File: src/rtl/csa_stream_accumulator_pkg.sv
// Shared types and helpers for the carry-save stream accumulator.
package csa_pkg;

    typedef enum logic [1:0] {
        ACCUM,
        RESOLVE,
        OUTPUT
    } acc_state_t;

    // Width of an operand counter that must be able to hold MAX_OPS itself.
    function automatic int cnt_width(input int max_ops);
        return $clog2(max_ops) + 1;
    endfunction

endpackage

File: src/rtl/csa_stream_accumulator_if.sv
// Operand-in / result-out handshake bundle for the stream accumulator.
// The slave view belongs to the accumulator, the master view to whoever drives it.
interface csa_stream_accumulator_if #(
    parameter int WIDTH   = 4,
    parameter int MAX_OPS = 4,
    parameter int SUM_W   = 7
);
    import csa_pkg::*;

    localparam int CNT_W = cnt_width(MAX_OPS);

    logic             in_valid;
    logic             in_ready;
    logic [WIDTH-1:0] in_data;
    logic             in_last;
    logic             out_valid;
    logic             out_ready;
    logic [SUM_W-1:0] out_sum;
    logic [CNT_W-1:0] out_count;
    logic             out_trunc;

    modport master (
        output in_valid, in_data, in_last, out_ready,
        input  in_ready, out_valid, out_sum, out_count, out_trunc
    );

    modport slave (
        input  in_valid, in_data, in_last, out_ready,
        output in_ready, out_valid, out_sum, out_count, out_trunc
    );

endinterface

File: src/rtl/csa_stream_accumulator_3to2.sv
// Bitwise 3:2 compressor (full-adder row). The carry is returned unshifted;
// the caller aligns it to the next bit position.
module csa_3to2 #(
    parameter int W = 7
) (
    input  logic [W-1:0] a,
    input  logic [W-1:0] b,
    input  logic [W-1:0] cin,
    output logic [W-1:0] sum,
    output logic [W-1:0] carry
);

    assign sum   = a ^ b ^ cin;
    assign carry = (a & b) | (a & cin) | (b & cin);

endmodule

File: src/rtl/csa_stream_accumulator.sv
// Streaming multi-operand adder. Operands are folded into a sum/carry pair
// through one 3:2 compressor; a single carry-propagate add resolves the total
// once the packet closes (in_last, or the MAX_OPS-th operand).
module csa_stream_accumulator
    import csa_pkg::*;
#(
    parameter int WIDTH   = 4,
    parameter int MAX_OPS = 4,
    parameter int SUM_W   = 7
) (
    input logic                    clk,
    input logic                    rst,
    csa_stream_accumulator_if.slave bus
);

    localparam int CNT_W = cnt_width(MAX_OPS);

    if (SUM_W < WIDTH + $clog2(MAX_OPS)) begin : g_sum_w_check
        $error("csa_stream_accumulator: SUM_W too narrow for WIDTH and MAX_OPS");
    end

    acc_state_t       state_q;
    acc_state_t       state_d;
    logic [SUM_W-1:0] s_q;
    logic [SUM_W-1:0] c_q;
    logic [CNT_W-1:0] cnt_q;
    logic             trunc_q;
    logic [SUM_W-1:0] out_sum_q;
    logic [CNT_W-1:0] out_count_q;
    logic             out_trunc_q;

    logic             in_ready_c;
    logic             out_valid_c;
    logic             accept;
    logic             last_slot;
    logic [SUM_W-1:0] x_ext;
    logic [SUM_W-1:0] csa_sum;
    logic [SUM_W-1:0] csa_carry;
    logic [SUM_W-1:0] c_next;

    assign accept    = bus.in_valid && (state_q == ACCUM);
    assign last_slot = (cnt_q == CNT_W'(MAX_OPS - 1));
    assign x_ext     = SUM_W'(bus.in_data);
    // SUM_W leaves headroom for the full packet, so the bit shifted out is always zero.
    assign c_next    = csa_carry << 1;

    csa_3to2 #(.W(SUM_W)) u_csa (
        .a     (s_q),
        .b     (c_q),
        .cin   (x_ext),
        .sum   (csa_sum),
        .carry (csa_carry)
    );

    // State register.
    always_ff @(posedge clk) begin
        if (rst) state_q <= ACCUM;
        else     state_q <= state_d;
    end

    // Next-state and handshake outputs.
    always_comb begin
        state_d     = state_q;
        in_ready_c  = 1'b0;
        out_valid_c = 1'b0;
        unique case (state_q)
            ACCUM: begin
                in_ready_c = 1'b1;
                if (accept && (bus.in_last || last_slot)) state_d = RESOLVE;
            end
            RESOLVE: state_d = OUTPUT;
            OUTPUT: begin
                out_valid_c = 1'b1;
                if (bus.out_ready) state_d = ACCUM;
            end
            default: state_d = ACCUM;
        endcase
    end

    // Carry-save accumulation, resolution add, and per-packet clearing.
    always_ff @(posedge clk) begin
        if (rst) begin
            s_q         <= '0;
            c_q         <= '0;
            cnt_q       <= '0;
            trunc_q     <= 1'b0;
            out_sum_q   <= '0;
            out_count_q <= '0;
            out_trunc_q <= 1'b0;
        end else begin
            unique case (state_q)
                ACCUM: begin
                    if (accept) begin
                        s_q   <= csa_sum;
                        c_q   <= c_next;
                        cnt_q <= cnt_q + CNT_W'(1);
                        if (last_slot) trunc_q <= ~bus.in_last;
                    end
                end
                RESOLVE: begin
                    out_sum_q   <= s_q + c_q;
                    out_count_q <= cnt_q;
                    out_trunc_q <= trunc_q;
                end
                OUTPUT: begin
                    if (bus.out_ready) begin
                        s_q     <= '0;
                        c_q     <= '0;
                        cnt_q   <= '0;
                        trunc_q <= 1'b0;
                    end
                end
                default: ;
            endcase
        end
    end

    assign bus.in_ready  = in_ready_c;
    assign bus.out_valid = out_valid_c;
    assign bus.out_sum   = out_sum_q;
    assign bus.out_count = out_count_q;
    assign bus.out_trunc = out_trunc_q;

endmodule
File: src/flat_wrapper.sv
// flat-port wrapper written by rule: the top's interface ports become plain ports
module csa_stream_accumulator_flat import csa_pkg::*;
#(
    parameter int WIDTH   = 4,
    parameter int MAX_OPS = 4,
    parameter int SUM_W   = 7
)
  (clk, rst, bus_in_valid, bus_in_data, bus_in_last, bus_out_ready, bus_in_ready, bus_out_valid, bus_out_sum, bus_out_count, bus_out_trunc);
  csa_stream_accumulator_if #(.WIDTH(WIDTH), .MAX_OPS(MAX_OPS), .SUM_W(SUM_W)) bus_i ();
  input logic clk;
  input logic rst;
  input wire logic [$bits(bus_i.in_valid)-1:0] bus_in_valid;
  input wire logic [$bits(bus_i.in_data)-1:0] bus_in_data;
  input wire logic [$bits(bus_i.in_last)-1:0] bus_in_last;
  input wire logic [$bits(bus_i.out_ready)-1:0] bus_out_ready;
  output wire logic [$bits(bus_i.in_ready)-1:0] bus_in_ready;
  output wire logic [$bits(bus_i.out_valid)-1:0] bus_out_valid;
  output wire logic [$bits(bus_i.out_sum)-1:0] bus_out_sum;
  output wire logic [$bits(bus_i.out_count)-1:0] bus_out_count;
  output wire logic [$bits(bus_i.out_trunc)-1:0] bus_out_trunc;
  assign bus_i.in_valid = bus_in_valid;
  assign bus_i.in_data = bus_in_data;
  assign bus_i.in_last = bus_in_last;
  assign bus_i.out_ready = bus_out_ready;
  assign bus_in_ready = bus_i.in_ready;
  assign bus_out_valid = bus_i.out_valid;
  assign bus_out_sum = bus_i.out_sum;
  assign bus_out_count = bus_i.out_count;
  assign bus_out_trunc = bus_i.out_trunc;
  csa_stream_accumulator #(.WIDTH(WIDTH), .MAX_OPS(MAX_OPS), .SUM_W(SUM_W)) u_core (.clk(clk), .rst(rst), .bus(bus_i));
endmodule
File: config.mk
export PLATFORM = sky130hd
export DESIGN_NAME = csa_stream_accumulator_flat
export DESIGN_NICKNAME = d
export VERILOG_FILES = /design/src/rtl/csa_stream_accumulator_pkg.sv /design/src/rtl/csa_stream_accumulator_if.sv /design/src/rtl/csa_stream_accumulator_3to2.sv /design/src/rtl/csa_stream_accumulator.sv /design/src/flat_wrapper.sv
export SDC_FILE = /design/constraint.sdc
export NUM_CORES = 1
export LEC_CHECK = 0
export CORE_ASPECT_RATIO = 1.2
export CORE_UTILIZATION = 47
export CTS_BUF_LIST = sky130_fd_sc_hd__clkbuf_4
export CTS_CLUSTER_SIZE = 40
export DETAILED_ROUTE_END_ITERATION = 8
export PLACE_DENSITY = 0.74
export SYNTH_ARGS = -nofsm -noshare
export SYNTH_HDL_FRONTEND = slang
export SYNTH_HIERARCHICAL = 1
export SYNTH_SLANG_ARGS = --single-unit
File: constraint.sdc
create_clock -name clk -period 1.4 [get_ports clk]
set_input_delay 0.28 -clock clk [delete_from_list [all_inputs] [get_ports clk]]
set_output_delay 0.28 -clock clk [all_outputs]
set_load 0.05 [all_outputs]
* Yosys cells after proc, flatten, opt, wreduce, memory -nomap -nowiden
Index checks and enable logic that the tools add are counted.
** Storage, ports and cells
- Output and inout bits :: 13
- Register bits :: 31
** Cells by class
- Bitwise operators :: 8
- $add $sub $neg :: 2
- Mux-type cells :: 17
- Eq/ne operators :: 7
- Reductions and logical operators :: 8
** Operators with widths (number)
- one-hot mux 7 bit (2 select lines) :: 2
- 2-to-1 mux 7 bit :: 3
- AND 6 x 4 -> 6 bit :: 2
- bitwise OR 6 bit :: 2
- adder 7 bit :: 1
- bitwise XOR 7 x 4 -> 7 bit :: 1
- bitwise XOR 7 bit :: 1
- AND 6 bit :: 1
- 2-to-1 mux 3 bit :: 2
- one-hot mux 2 bit (3 select lines) :: 1
- one-hot mux 3 bit (2 select lines) :: 1
- 2-to-1 mux 1 bit :: 5
- 2-to-1 mux 2 bit :: 2
- != test 2 x 1 -> 1 bit, second input constant :: 2
- != test 2 bit, second input constant :: 2
- AND reduction 4 bit :: 1
- adder 3 x 1 -> 3 bit, second input constant :: 1
- equality test 3 x 2 -> 1 bit, second input constant :: 1
- AND reduction 3 bit :: 1
- equality test 2 x 1 -> 1 bit, second input constant :: 1
- equality test 2 bit, second input constant :: 1
- logical AND 1 bit :: 2
- logical NOT 2 bit :: 1
- one-hot mux 1 bit (2 select lines) :: 1
- other kinds (4) :: 4

* Logic depth before layout (Yosys ltp)
- Depth in word-level cells :: 5
- Mapped depth :: 7
- Depth with buffers taken out :: 7

* By module
Netlist, hierarchy kept.
** Modules (own cells, without submodules)
- csa_stream_accumulator :: cells each 134, times used 1, area an instance 1288.7 sq um, seq. area each 600.6 sq um
- csa_3to2 :: cells each 7, times used 1, area an instance 140.1 sq um, seq. area each 0.0 sq um

* Worst setup path after synthesis
No wires, ideal clock.
- Path type :: register to register
- Start :: register u_core.state_q[1]
- End :: register u_core.trunc_q
- Library setup time :: 132 ps
- Arrival :: 1475 ps
- Stages on the path, launching flop included :: 5
- Slack :: -207 ps
- Cells stage by stage :: dfxtp_1 nor2b_1 nand2_1 nand3_1 a21oi_1
** On the way
- Longest elaborated chain between the ends :: 4
- Elaborated cells between the ends (all ways) :: 9
** RTL lines
- start, declared :: RTL line csa_stream_accumulator.sv:22 : acc_state_t state_q;
- start signal, assigned :: RTL line csa_stream_accumulator.sv:58 : else state_q <= state_d;
- logical NOT 2 bit :: RTL line csa_stream_accumulator.sv:41, csa_stream_accumulator.sv:91
- logical AND 1 bit :: RTL line csa_stream_accumulator.sv:41 : assign accept = bus.in_valid && (state_q == ACCUM);
- != test 2 x 1 -> 1 bit (no source line)
- AND reduction 4 bit (no source line)
- end signal, assigned :: RTL line csa_stream_accumulator.sv:97 : if (last_slot) trunc_q <= ~bus.in_last;
- end, declared :: RTL line csa_stream_accumulator.sv:27 : logic trunc_q;
Parallel ways exist; a longest one is shown, timed or not.
A chain may end at the register's enable or synchronous reset.

* Worst setup path after layout
- Start :: register u_core.c_q[2]
- End :: register u_core.out_sum_q[6] (netlist: u_core/bus.out_sum[6])
** On the way
- Longest elaborated chain between the ends :: 1
** RTL lines
- start, declared :: RTL line csa_stream_accumulator.sv:25 : logic [SUM_W-1:0] c_q;
- start signal, assigned :: RTL line csa_stream_accumulator.sv:95 : c_q <= c_next;
- adder 7 bit :: RTL line csa_stream_accumulator.sv:101 : out_sum_q <= s_q + c_q;
- end signal, assigned :: RTL line csa_stream_accumulator.sv:101
- end, declared :: RTL line csa_stream_accumulator.sv:28 : logic [SUM_W-1:0] out_sum_q;
Every way passes these cells.

==> results.cfg <==
[synth]
yosys_warnings = 6
ys.flop_type = dfxtp_1
synth-async-reset-ratio_pct = 0
synth-xor-area-share_pct = 0.6130
synth-seq-cells = 30
synth_area_per_cell_um2 = 10.13
yosysTopAreaCellShare_pct = 42.03
synth-edff-count = 0
synthesis.area_um2 = 1429
synthCells = 141
synthAdderAreaFrac_pct = 17.34
synth.area.top_cells = dfxtp_1 42%, fa_1 11%, a22o_1 9.2%, ha_1 6.1%, nand2_1 3.9%
synth_top_family_by_area = compound AO/OA/AOI/OAI gates
muxShareOfSynthArea_pct = 1.401
synth_compound_area_share_pct = 18.56
yosys.area.top_type = dfxtp_1
synth_simple_gate_area_share_pct = 15.67
ys_types = 35
seq_area_frac_synth_pct = 42.03

[cells_and_area]
drive_above_1_share_pct = 31.94
layout_commonest_cell = dfxtp_1
fillerInstances = 211
layout.cells.non_filler = 225
fin_nets = 215
fin_area_um2 = 2127
area_delta_synth_final_pct = 48.86
n_antenna_cell = 0
final_cell_mix = 24 x dfxtp_1, 23 x buf_4, 15 x nand2_1, 15 x a22o_1, 14 x buf_12

[worst_setup_path]
max_stage_delay_ns = 0.34
cp-startpoint = u_core/c_q[2]$_SDFFE_PP0P_
cp.required_ns = 1.64
cp_top_family = compound AO/OA/AOI/OAI gates
cpMaxStageDelayCell = dfxtp_2
timing.rr.start = u_core/c_q[2]$_SDFFE_PP0P_
cp-end-kind = flop
cp_cell_sequence = ha_1 > a21o_1 > nand4_1 > a31o_1 > a311oi_2
critical_path_class = flop to flop
path_buf_inv = 0
worstPathArrival_ns = 1.70
cp-start-kind = flop
rrSetupSlack_ns = -0.05
path_max_fanout = 3

[sta]
slew_viol_final = 0
rsz0062_at_grt = true
period_minus_slack_ns = 1.454
hold_slack_ns = 0.4803
setup_tns_ns = -0.09679
period_share_pct = 103.9
fin_skew_ns = 0.007752
finalHoldViolations = 0
fin_ws_ns = -0.05446
fmax_mhz = 687.5
setup_violations = 3

[routing]
drc = 0
num_vias = 1231
viasPerCell = 5.471
drt_iter0_drc = 28
ant_nets = 0
routed_wl_um = 3195
drt_pre_antenna_iters = 5
wire_per_inst_um = 14.20

[clocking]
clk_path_buf_depth = 2
clkTransAtPathRegs_ns = 0.09
cts_hold_buf = 0
cts-root-buf = clkbuf_4
cts-buffers-inserted = 5
worstSkewPairLatency_ns = 0.33
cts-htree-levels = 2
cts_tree = done
clock_sinks = 30

[die]
start_util_pct = 50.35
die_x_um = 52.34
fp.dieH_um = 62.40
row_count = 21
io_pins = 22
core_area_um2 = 2838
dieArea_um2 = 3266

[global_route]
antenna_found_initial = 0
grtUsageTotal_pct = 22.43
grt_max_degree = 16
grt_pass1_vias = 1255
grt_overflow_total = 0
grt_pass1_wl_um = 5333

[power_and_ir_drop]
pwr-share-comb_pct = 19.8
pwr-share-seq_pct = 47.5
power.switching_mw = 0.5209
p_leak_nw = 0.9003
vdd_ir_drop_max_mv = 0.9218
power_density_nw_per_um2 = 933.3
p_int_mw = 1.464
clkPwrFrac_pct = 32.8
p_sw_share_pct = 26.24

[placement]
io_buffers = 21
dpl_cell_area_um2 = 1964
place.gp.congestion = 0.8177
place_hpwl_um = 2302
placed_cells = 213

[outcome]
violations = setup timing
outcome = complete, but fails checks

[min_path]
hold_class = flop to flop
min_from = u_core/trunc_q$_SDFFE_PP0P_

[flow_run]
max_cap_violations = 0
-- synth_stat cells (2+ instances only) --
cell and number:
a21oi_1 11, ha_1 7, nand4_1 2, nand2b_1 2, a22o_1 15, nand3_1 4
dfxtp_1 30, nand2_1 15, nand3b_1 3, inv_1 6, buf_2 2, o21ai_0 2
fa_1 8, nor2_1 6, clkbuf_1 2, mux2i_1 2, o21a_1 3, nor2_2 2
nor2b_1 3
-- worst paths after layout --
path                                                            to  cells after the start
worst max-delay path            u_core/bus.out_sum[6]$_SDFFE_PP0N_                      5
worst min-delay path             u_core/bus.out_trunc$_SDFFE_PP0N_                      2
worst max register to register  u_core/bus.out_sum[6]$_SDFFE_PP0N_                      5
worst min register to register   u_core/bus.out_trunc$_SDFFE_PP0N_                      2
-- state kept, by name, indices dropped and copies added (netlist names) --
name / cells
u_core/bus.out_trunc: 1
u_core/state_q: 2
u_core/bus.out_sum: 7
u_core/bus.out_count: 3
u_core/s_q: 7
u_core/c_q: 6
u_core/trunc_q: 1
u_core/cnt_q: 3
-- per-stage QoR --
stage,setup WS (ns),total power [mW],util (%)
2_1_floorplan,0.02197,1.155,-
6_report,-0.05446,1.985,74.96
3_5_place_dp,-0.3479,1.325,69.22
4_1_cts,-0.05495,1.989,73.59
3_3_place_gp,-0.2980,1.310,69.22
5_1_grt,-0.1131,2.095,74.96
-- timing repair --
item	in CTS	in global routing
setup endpoints to repair	20	21
resized for setup	9	6
setup buffers	3	2
pin swaps	4	6
-- cells by family after synthesis --
group	Yosys count
other	1
AND/OR/NAND/NOR	43
flip-flops	30
adder cells (fa/ha/maj)	15
multiplexers	2
buffers and inverters	12
AO/OA/AOI/OAI	37
XOR/XNOR	1
-- metal layers --
layer  global-route usage [%]  part of all wire [%]
met1                    24.65                    41
met2                    37.82                    53
met3                    7.299                   3.8
met4                    10.20                   2.4
met5                        0                     0
-- tightest hold or removal path: cells and delay by family, from the launching register on --
| family | cells | cell delay [ns] |
|---|---|---|
| and+or+nand+nor | 1 | 0.06 |
| DFF | 1 | 0.33 |
| AOI/OAI and AO/OA | 1 | 0.05 |
-- power by group through the flow --
stage	logic (mW)	clock network [mW]	registers (mW)
6_report	0.392	0.651	0.942
5_1_grt	0.430	0.716	0.949
3_3_place_gp	0.354	0	0.956
3_5_place_dp	0.367	0	0.957
2_1_floorplan	0.170	0	0.984
4_1_cts	0.383	0.664	0.941
-- layout make-up --
cell class | count | area, um2 | share of cell area (%)
multi-input combinational | 102 | 838.3 | 39.41
timing repair buffer | 46 | 544.3 | 25.59
clock inverter | 2 | 33.78 | 1.588
sequential | 30 | 608.1 | 28.59
clock buffer | 5 | 37.54 | 1.765
tap | 34 | 42.54 | 2.000
inverter | 6 | 22.52 | 1.059
Note: power is estimated with default switching activity, not from simulation.
